### config.mk
export PLATFORM = sky130hd
export DESIGN_NAME = line_steer_ctrl
export DESIGN_NICKNAME = d
export VERILOG_FILES = /design/src/rtl/line_steer_ctrl.sv
export SDC_FILE = /design/constraint.sdc
export NUM_CORES = 1
export LEC_CHECK = 0
export BUFFER_PORTS_ARGS = -buffer_cell sky130_fd_sc_hd__clkbuf_2
export CORE_MARGIN = 4
export CORE_UTILIZATION = 50
export DETAILED_ROUTE_END_ITERATION = 6
export GPL_TIMING_DRIVEN = 0
export PLACE_DENSITY_LB_ADDON = 0.05
export SLEW_MARGIN = 10
export SYNTH_ARGS = -nofsm -noshare
export SYNTH_HDL_FRONTEND = slang
export SYNTH_SLANG_ARGS = --single-unit
### constraint.sdc
create_clock -name clk -period 4.18 [get_ports clk]
set_clock_uncertainty 0.2 [all_clocks]
set_input_delay 0.836 -clock clk [delete_from_list [all_inputs] [get_ports clk]]
set_output_delay 0.836 -clock clk [all_outputs]
set_load 0.01 [all_outputs]
### src/rtl/line_steer_ctrl.sv
// Line-following steering controller: synchronised, debounced NPAIR sensor pairs feeding a
// FOLLOW/CORNER/TURN/HALT FSM. Optional macro LINE_STEER_HARD_EN enables HARD_LEFT/HARD_RIGHT.
module line_steer_ctrl #(
    parameter int NPAIR         = 3,
    parameter int DEB_CYCLES    = 12_500_000,
    parameter int CORNER_CYCLES = 50_000_000,
    parameter int ACTIVE_LOW    = 1
) (
    input  logic               clk,
    input  logic               rst,
    input  logic [2*NPAIR-1:0] sens,
    input  logic               direction,
    input  logic               run,
    output logic [3:0]         dir,
    output logic [2*NPAIR-1:0] stable_sens,
    output logic [1:0]         state
);
    localparam int DEB_W = $clog2(DEB_CYCLES) + 1;
    localparam int TMR_W = $clog2(CORNER_CYCLES) + 1;

    localparam logic [1:0] S_FOLLOW = 2'd0;
    localparam logic [1:0] S_CORNER = 2'd1;
    localparam logic [1:0] S_TURN   = 2'd2;
    localparam logic [1:0] S_HALT   = 2'd3;

    localparam logic [3:0] D_PROCEED      = 4'b0000;
    localparam logic [3:0] D_VEER_LEFT    = 4'b0101;
    localparam logic [3:0] D_VEER_RIGHT   = 4'b1001;
    localparam logic [3:0] D_NINETY_LEFT  = 4'b0111;
    localparam logic [3:0] D_NINETY_RIGHT = 4'b1011;
    localparam logic [3:0] D_STOP         = 4'b1111;
`ifdef LINE_STEER_HARD_EN
    localparam logic [3:0] D_HARD_LEFT    = 4'b0110;
    localparam logic [3:0] D_HARD_RIGHT   = 4'b1010;
`endif

    logic [2*NPAIR-1:0] line_raw;
    logic [2*NPAIR-1:0] sens_s1_reg, sens_s2_reg, line_prev_reg, stable_reg;
    logic [DEB_W-1:0]   deb_cnt_reg, deb_eff;
    logic               dsync1_reg, dsync2_reg, dprev_reg, dir_chg;
    logic [1:0]         state_reg, state_next;
    logic [TMR_W-1:0]   timer_reg, timer_next;
    logic               side_reg, side_next;
    logic [3:0]         dir_reg, dir_next;
    logic               lp_l, lp_r, sp_l, sp_r;

    // Polarity is normalised before synchronising so reset-cleared flops read as "no line".
    genvar gi;
    generate
        for (gi = 0; gi < 2*NPAIR; gi++) begin : g_pol
            assign line_raw[gi] = (ACTIVE_LOW != 0) ? ~sens[gi] : sens[gi];
        end
    endgenerate

    // A fresh change counts as the first cycle of its own persistence window.
    assign deb_eff = (sens_s2_reg != line_prev_reg) ? '0 : deb_cnt_reg;

    always_ff @(posedge clk) begin
        if (rst) begin
            sens_s1_reg   <= '0;
            sens_s2_reg   <= '0;
            line_prev_reg <= '0;
            stable_reg    <= '0;
            deb_cnt_reg   <= '0;
            dsync1_reg    <= 1'b0;
            dsync2_reg    <= 1'b0;
            dprev_reg     <= 1'b0;
        end else begin
            sens_s1_reg   <= line_raw;
            sens_s2_reg   <= sens_s1_reg;
            line_prev_reg <= sens_s2_reg;
            dsync1_reg    <= direction;
            dsync2_reg    <= dsync1_reg;
            dprev_reg     <= dsync2_reg;
            if (sens_s2_reg == stable_reg) begin
                deb_cnt_reg <= '0;
            end else if (deb_eff == DEB_W'(DEB_CYCLES - 1)) begin
                stable_reg  <= sens_s2_reg;
                deb_cnt_reg <= '0;
            end else if (deb_eff != {DEB_W{1'b1}}) begin
                deb_cnt_reg <= deb_eff + DEB_W'(1);
            end else begin
                deb_cnt_reg <= deb_eff;
            end
        end
    end

    assign dir_chg = dsync2_reg ^ dprev_reg;

    // In reverse the rear pairs lead and the robot's left is the sensor's right.
    assign lp_l = dsync2_reg ? stable_reg[2*(NPAIR-1)]   : stable_reg[1];
    assign lp_r = dsync2_reg ? stable_reg[2*(NPAIR-1)+1] : stable_reg[0];
    assign sp_l = dsync2_reg ? stable_reg[2*(NPAIR-2)]   : stable_reg[3];
    assign sp_r = dsync2_reg ? stable_reg[2*(NPAIR-2)+1] : stable_reg[2];

    always_ff @(posedge clk) begin
        if (rst) begin
            state_reg <= S_HALT;
            timer_reg <= '0;
            side_reg  <= 1'b0;
            dir_reg   <= D_STOP;
        end else begin
            state_reg <= state_next;
            timer_reg <= timer_next;
            side_reg  <= side_next;
            dir_reg   <= dir_next;
        end
    end

    always_comb begin
        state_next = state_reg;
        side_next  = side_reg;
        if (!run) begin
            state_next = S_HALT;
        end else if (dir_chg) begin
            state_next = S_FOLLOW;
        end else begin
            case (state_reg)
                S_FOLLOW: if (!lp_l && !lp_r) state_next = S_CORNER;
                S_CORNER: begin
                    if (lp_l || lp_r) begin
                        state_next = S_FOLLOW;
                    end else if (sp_l ^ sp_r) begin
                        state_next = S_TURN;
                        side_next  = sp_r;
                    end else if (timer_reg == TMR_W'(CORNER_CYCLES - 1)) begin
                        state_next = S_HALT;
                    end
                end
                S_TURN: begin
                    if (lp_l && lp_r)
                        state_next = S_FOLLOW;
                    else if (timer_reg == TMR_W'(CORNER_CYCLES - 1))
                        state_next = S_HALT;
                end
                default: if (lp_l && lp_r) state_next = S_FOLLOW;
            endcase
        end
        if (state_next != state_reg)
            timer_next = '0;
        else if ((state_reg == S_CORNER || state_reg == S_TURN) && timer_reg != {TMR_W{1'b1}})
            timer_next = timer_reg + TMR_W'(1);
        else if (state_reg == S_CORNER || state_reg == S_TURN)
            timer_next = timer_reg;
        else
            timer_next = '0;
    end

    // Output follows the state being entered so dir and state always agree.
    always_comb begin
        dir_next = D_STOP;
        case (state_next)
            S_FOLLOW: begin
                if (lp_l && lp_r) begin
                    dir_next = D_PROCEED;
                end else if (lp_l) begin
                    dir_next = D_VEER_LEFT;
`ifdef LINE_STEER_HARD_EN
                    if (sp_l && !sp_r) dir_next = D_HARD_LEFT;
`endif
                end else if (lp_r) begin
                    dir_next = D_VEER_RIGHT;
`ifdef LINE_STEER_HARD_EN
                    if (sp_r && !sp_l) dir_next = D_HARD_RIGHT;
`endif
                end else begin
                    dir_next = D_PROCEED;
                end
            end
            S_CORNER: dir_next = D_PROCEED;
            S_TURN:   dir_next = side_next ? D_NINETY_RIGHT : D_NINETY_LEFT;
            default:  dir_next = D_STOP;
        endcase
    end

    assign dir         = dir_reg;
    assign state       = state_reg;
    assign stable_sens = stable_reg;
endmodule

==> results of run 1 <==
## routing by layer
metal | part of all wire | global-route usage
met1 | 0.50 | 0.251
met2 | 0.45 | 0.264
met3 | 0.038 | 0.0293
met4 | 0.012 | 0.0567
met5 | 0 | 0
## power by group through the flow
stage	combinational, uW	clock, uW	sequential, uW
floorplan	76.4	0	863
global placement	108	0	862
global route	122	632	847
detailed placement	108	0	863
CTS	109	595	844
finish	109	582	844
## area by class of cell
| class | count | area, um^2 | share of cell area |
|---|---|---|---|
| Tap cell | 102 | 128 | 0.0282 |
| Clock inverter | 7 | 76.3 | 0.0169 |
| Buffer | 14 | 60.1 | 0.0133 |
| Multi-Input combinational cell | 352 | 2260 | 0.499 |
| Clock buffer | 9 | 124 | 0.0274 |
| Inverter | 13 | 48.8 | 0.0108 |
| Sequential cell | 86 | 1720 | 0.381 |
| Timing Repair Buffer | 21 | 105 | 0.0233 |
## cells by family after synthesis
| kind of cell | count (synthesis) |
|---|---|
| simple gates | 235 |
| flops | 86 |
| xor+xnor | 60 |
| compound gates | 36 |
| buf+inv | 27 |
| mux | 11 |
| fa+ha+maj | 10 |
## Yosys cell counts (7+ instances only)
library cell / count / area, um^2
a21oi_1: 7 / 35.0
and3_1: 11 / 68.8
clkbuf_1: 8 / 30.0
dfxtp_1: 86 / 1720
ha_1: 10 / 125
inv_1: 13 / 48.8
mux2i_1: 10 / 100
nand2_1: 31 / 116
nand3_1: 20 / 100
nand4_1: 22 / 138
nor2_1: 77 / 289
nor2b_1: 17 / 106
nor3_1: 19 / 95.1
nor4_1: 10 / 62.6
xnor2_1: 28 / 245
xor2_1: 32 / 280
## worst min-delay path by stage
stage                     slack, ns  cells after the start              to           start
after floorplan                0.21                      1      dsync2_reg      dsync1_reg
after global placement         0.21                      1  sens_s2_reg[4]  sens_s1_reg[4]
after detailed placement       0.23                      1  sens_s2_reg[3]  sens_s1_reg[3]
after CTS                      0.25                      1      dsync2_reg      dsync1_reg
after global routing           0.26                      1      dsync2_reg      dsync1_reg
final                          0.25                      1      dsync2_reg      dsync1_reg
## metrics by stage
stage	total power (uW)	std cells
final	1530	604
after global routing	1600	604
after CTS	1550	604
after detailed placement	971	588
after global placement	970	588
after floorplan	939	465
==> impl_metrics.toml, run 1 <==
[placed_design]
place_ws_ns = 0.655
placed_area_um2 = 4320
dp_hpwl_mm = 5.79
io_buffers = 21
place_congestion = 0.820

[synthesis]
synth-seq-cells = 86
synth_mux_area_frac = 0.0273
syn_area_um2 = 4090
async_reset_ff_frac = 0
synth-edff-count = 0
synth_cells = 465
synth_compound_area_frac = 0.0640
synthXorXnorAreaFrac = 0.129
postSynthAreaPerCell_um2 = 8.79
synth_ff_type = "dfxtp_1"
synth.net_count = 485
synthAdderAreaFrac = 0.0306
yosysUniqueCellTypes = 48
synth_top_family_by_area = "simple AND/OR/NAND/NOR gates"
synthSimpleGateAreaFrac = 0.302
ys_seq_area_frac = 0.421
yosysWarnings = 0

[power]
p_leak_uw = 0.00168
intPower_uw = 1110
switching_share = 0.276
irDropWorstVdd_mv = 0.208
power_density_nw_per_um2 = 339
combPwrFrac = 0.071
pwr-share-seq = 0.550
clkPwrFrac = 0.379
switching_power_uw = 423

[worst_setup_path]
cp.arrival_ns = 3.59
max_stage_delay_ns = 0.73
crit_chain = "xor2_1, nor4_4, and3_1, ha_1, and3_1, clkbuf_1, nand3_1, o311ai_2, clkbuf_1, nor2_1"
crit_slowest_cell = "o311ai_2"
critical_path_class = "flip-flop to flip-flop"
r2r_start = "sens_s2_reg[5]"
cp-startpoint = "sens_s2_reg[5]"
crit_family = "simple AND/OR/NAND/NOR gates"
crit_end = "deb_cnt_reg[23]"
reg2reg_to = "deb_cnt_reg[23]"
cp-end-kind = "flip-flop"
ff2ff_setup_slack_ns = 0.62
critPathMaxFanout = 10
required_ns = 4.21
crit_path_start_kind = "flip-flop"
worst-path-buf-inv = 2
r2r_cells = 10
crit_cells = 10

[global_route]
grt_pass1_wl_mm = 14.1
grt_pass1_vias = 3024
grt_use_total = 0.174
grt_start_max_net_pins = 19
grt-ovfl-total = 0
antenna_found_initial = 0

[sta]
period_minus_slack_ns = 3.56
fin_tns_setup_ns = 0
rsz0062_at_grt = "no"
tightest_slew_ns = 0.769
setup_ws_ns = 0.621
hold_viol = 0
setup-violations-final = 0
min_period_over_period = 0.851
fmax_mhz = 281
hold_slack_ns = 0.249
slew_headroom = 0.487
finalMaxSlewViolations = 0

[die]
io_pins = 22
start_util = 0.521
rows = 32
die-width_um = 98.4
core_um2 = 7850
die_area_um2 = 9680
die_h_um = 98.4

[detailed_routing]
antenna_left = 0
wl_per_cell_um = 13.4
vias = 3277
drc_errors = 0
drt-vias-per-instance = 5.43
wl_mm = 8.11
drtIter0Drc = 146
first_pass_iters = 5

[layout]
design_area_um2 = 4520
area_delta_synth_final_pct = 10.6
fillers = 785
fin_util = 0.576
drive_gt1_frac = 0.110
antenna_cells = 0
layout_common_cells = "dfxtp_1, nor2_1, xor2_1"
largest_register_ffs = 27
final_common_cell = "dfxtp_1"
fin_nets = 517

[clocking]
clk_pin_slew_ns = 0.10
postCtsHoldBufs = 0
cts_max_path_buffers = 2
root_buffer = "clkbuf_8"
cts_buffers = 9
cts_tree = "yes"
htree_levels = 3
cts_setup_buffers = 0
insertion_delay_ns = 0.35
numClockSinks = 86
ctsResizeCount = 0

[status]
status = "finished clean"

[run]
drv_cap = 0

[hold_path]
hold_class = "flip-flop to flip-flop"
No activity file was read; power rests on OpenSTA's default activity.
==> inputs of run 2 (changes only) <==
--- a/config.mk
+++ b/config.mk
@@ -6,8 +6,10 @@
 export NUM_CORES = 1
 export LEC_CHECK = 0
 export BUFFER_PORTS_ARGS = -buffer_cell sky130_fd_sc_hd__clkbuf_2
+export CELL_PAD_IN_SITES_DETAIL_PLACEMENT = 1
+export CELL_PAD_IN_SITES_GLOBAL_PLACEMENT = 1
 export CORE_MARGIN = 4
-export CORE_UTILIZATION = 50
+export CORE_UTILIZATION = 47
 export DETAILED_ROUTE_END_ITERATION = 6
 export GPL_TIMING_DRIVEN = 0
 export PLACE_DENSITY_LB_ADDON = 0.05
==> impl_metrics.toml, run 2 (synthesis results as in run 1) <==
[power]
combPwrFrac = 0.072
switching_power_uw = 442
intPower_uw = 1120
power_density_nw_per_um2 = 344
switching_share = 0.283
clkPwrFrac = 0.387
irDropWorstVdd_mv = 0.198
pwr-share-seq = 0.541
p_leak_uw = 0.00168

[placed_design]
dp_hpwl_mm = 6.81
place_ws_ns = 0.516
place_congestion = 0.823
io_buffers = 21

[hold_path]
hold_depth = 1
hold_class = "flip-flop to flip-flop"

[worst_setup_path]
critical_path_class = "flip-flop to flip-flop"
r2r_cells = 10
r2r_start = "sens_s2_reg[5]"
crit_end = "deb_cnt_reg[23]"
cp-end-kind = "flip-flop"
critPathMaxFanout = 10
reg2reg_to = "deb_cnt_reg[23]"
crit_path_start_kind = "flip-flop"
ff2ff_setup_slack_ns = 0.56
cp.arrival_ns = 3.65
required_ns = 4.21
cp-startpoint = "sens_s2_reg[5]"

[detailed_routing]
drt-vias-per-instance = 5.51
wl_per_cell_um = 15.2
wl_mm = 9.26
drtIter0Drc = 104
drc_errors = 0
antenna_left = 0
vias = 3343
first_pass_iters = 4

[clocking]
cts_buffers = 9
htree_levels = 3
ctsResizeCount = 0
insertion_delay_ns = 0.37
postCtsHoldBufs = 0
clk_pin_slew_ns = 0.11
root_buffer = "clkbuf_8"
numClockSinks = 86
cts_tree = "yes"
cts_max_path_buffers = 2
cts_setup_buffers = 0

[sta]
setup-violations-final = 0
slew_headroom = 0.465
rsz0062_at_grt = "no"
hold_slack_ns = 0.252
min_period_over_period = 0.866
fmax_mhz = 276
finalMaxSlewViolations = 0
tightest_slew_ns = 0.801
hold_viol = 0
fin_tns_setup_ns = 0
period_minus_slack_ns = 3.62
setup_ws_ns = 0.561

[global_route]
grt_start_max_net_pins = 20
grt-ovfl-total = 0
grt_use_total = 0.197
antenna_found_initial = 0
busiest_layer = "met2"
grt_pass1_wl_mm = 16.4
use_met2 = 0.326
use_met1 = 0.268
grt_pass1_vias = 3472
use_met3 = 0.0248

[die]
die_h_um = 101
io_pins = 22
die_area_um2 = 10300
start_util = 0.490
die-width_um = 101
core_um2 = 8340
rows = 33

[layout]
area_delta_synth_final_pct = 11.0
drive_gt1_frac = 0.110
fin_util = 0.544
fin_nets = 517
layout_common_cells = "dfxtp_1, nor2_1, xor2_1"
final_common_cell = "dfxtp_1"
largest_register_ffs = 27
antenna_cells = 0

[run]
drv_cap = 0

[status]
status = "finished clean"
==> run 2: cell types whose count changed in the layout (fill, tap and decap cells not counted), sizes merged <==
| cell | previous run | this run |
|---|---|---|
| inv | 16 | 17 |
| clkinv | 4 | 3 |
==> run 2: metal layers <==
layer / wire length, um / part of all wire
met1: 4620 / 0.50
met2: 4380 / 0.47
met3: 151 / 0.016
met4: 102 / 0.011
met5: 0 / 0
==> run 2: worst max-delay path: stages, from the launching register on <==
cell and delay [ns]:
dfxtp_1 0.36, xor2_1 0.20, nor4_4 0.42, and3_1 0.22, ha_1 0.20, and3_1 0.17, clkbuf_1 0.24, nand3_1 0.16
o311ai_2 0.75, clkbuf_1 0.47, nor2_1 0.10
==> run 2: how the worst min path moves through the flow <==
stage	startpoint	end	slack, ns
floorplan	dsync1_reg	dsync2_reg	0.21
global placement	sens_s1_reg[5]	sens_s2_reg[5]	0.22
detailed placement	sens_s1_reg[5]	sens_s2_reg[5]	0.23
CTS	sens_s1_reg[3]	sens_s2_reg[3]	0.26
global route	sens_s1_reg[3]	sens_s2_reg[3]	0.27
finish	sens_s1_reg[3]	sens_s2_reg[3]	0.25
==> run 2: power by group through the flow <==
stage / sequential, uW / combinational [uW] / clock [uW]
after detailed placement: 863 / 112 / 0
after CTS: 844 / 114 / 624
after floorplan: 863 / 76.4 / 0
after global routing: 847 / 126 / 656
final: 844 / 112 / 603
after global placement: 863 / 109 / 0
==> run 2: final cells by class <==
class                           count  area [um^2]
Clock inverter                      7         88.8
Sequential cell                    86         1720
Timing Repair Buffer               21          105
Inverter                           13         48.8
Tap cell                          105          131
Multi-Input combinational cell    352         2260
Fill cell                        1018         3800
Buffer                             14         60.1
Clock buffer                        9          124
==> run 2: through the flow <==
step,total power (uW),std cells,cell area [um^2]
CTS,1580,607,4540
global placement,971,591,4320
global route,1630,607,4540
detailed placement,976,591,4320
floorplan,939,465,4090
finish,1560,607,4540
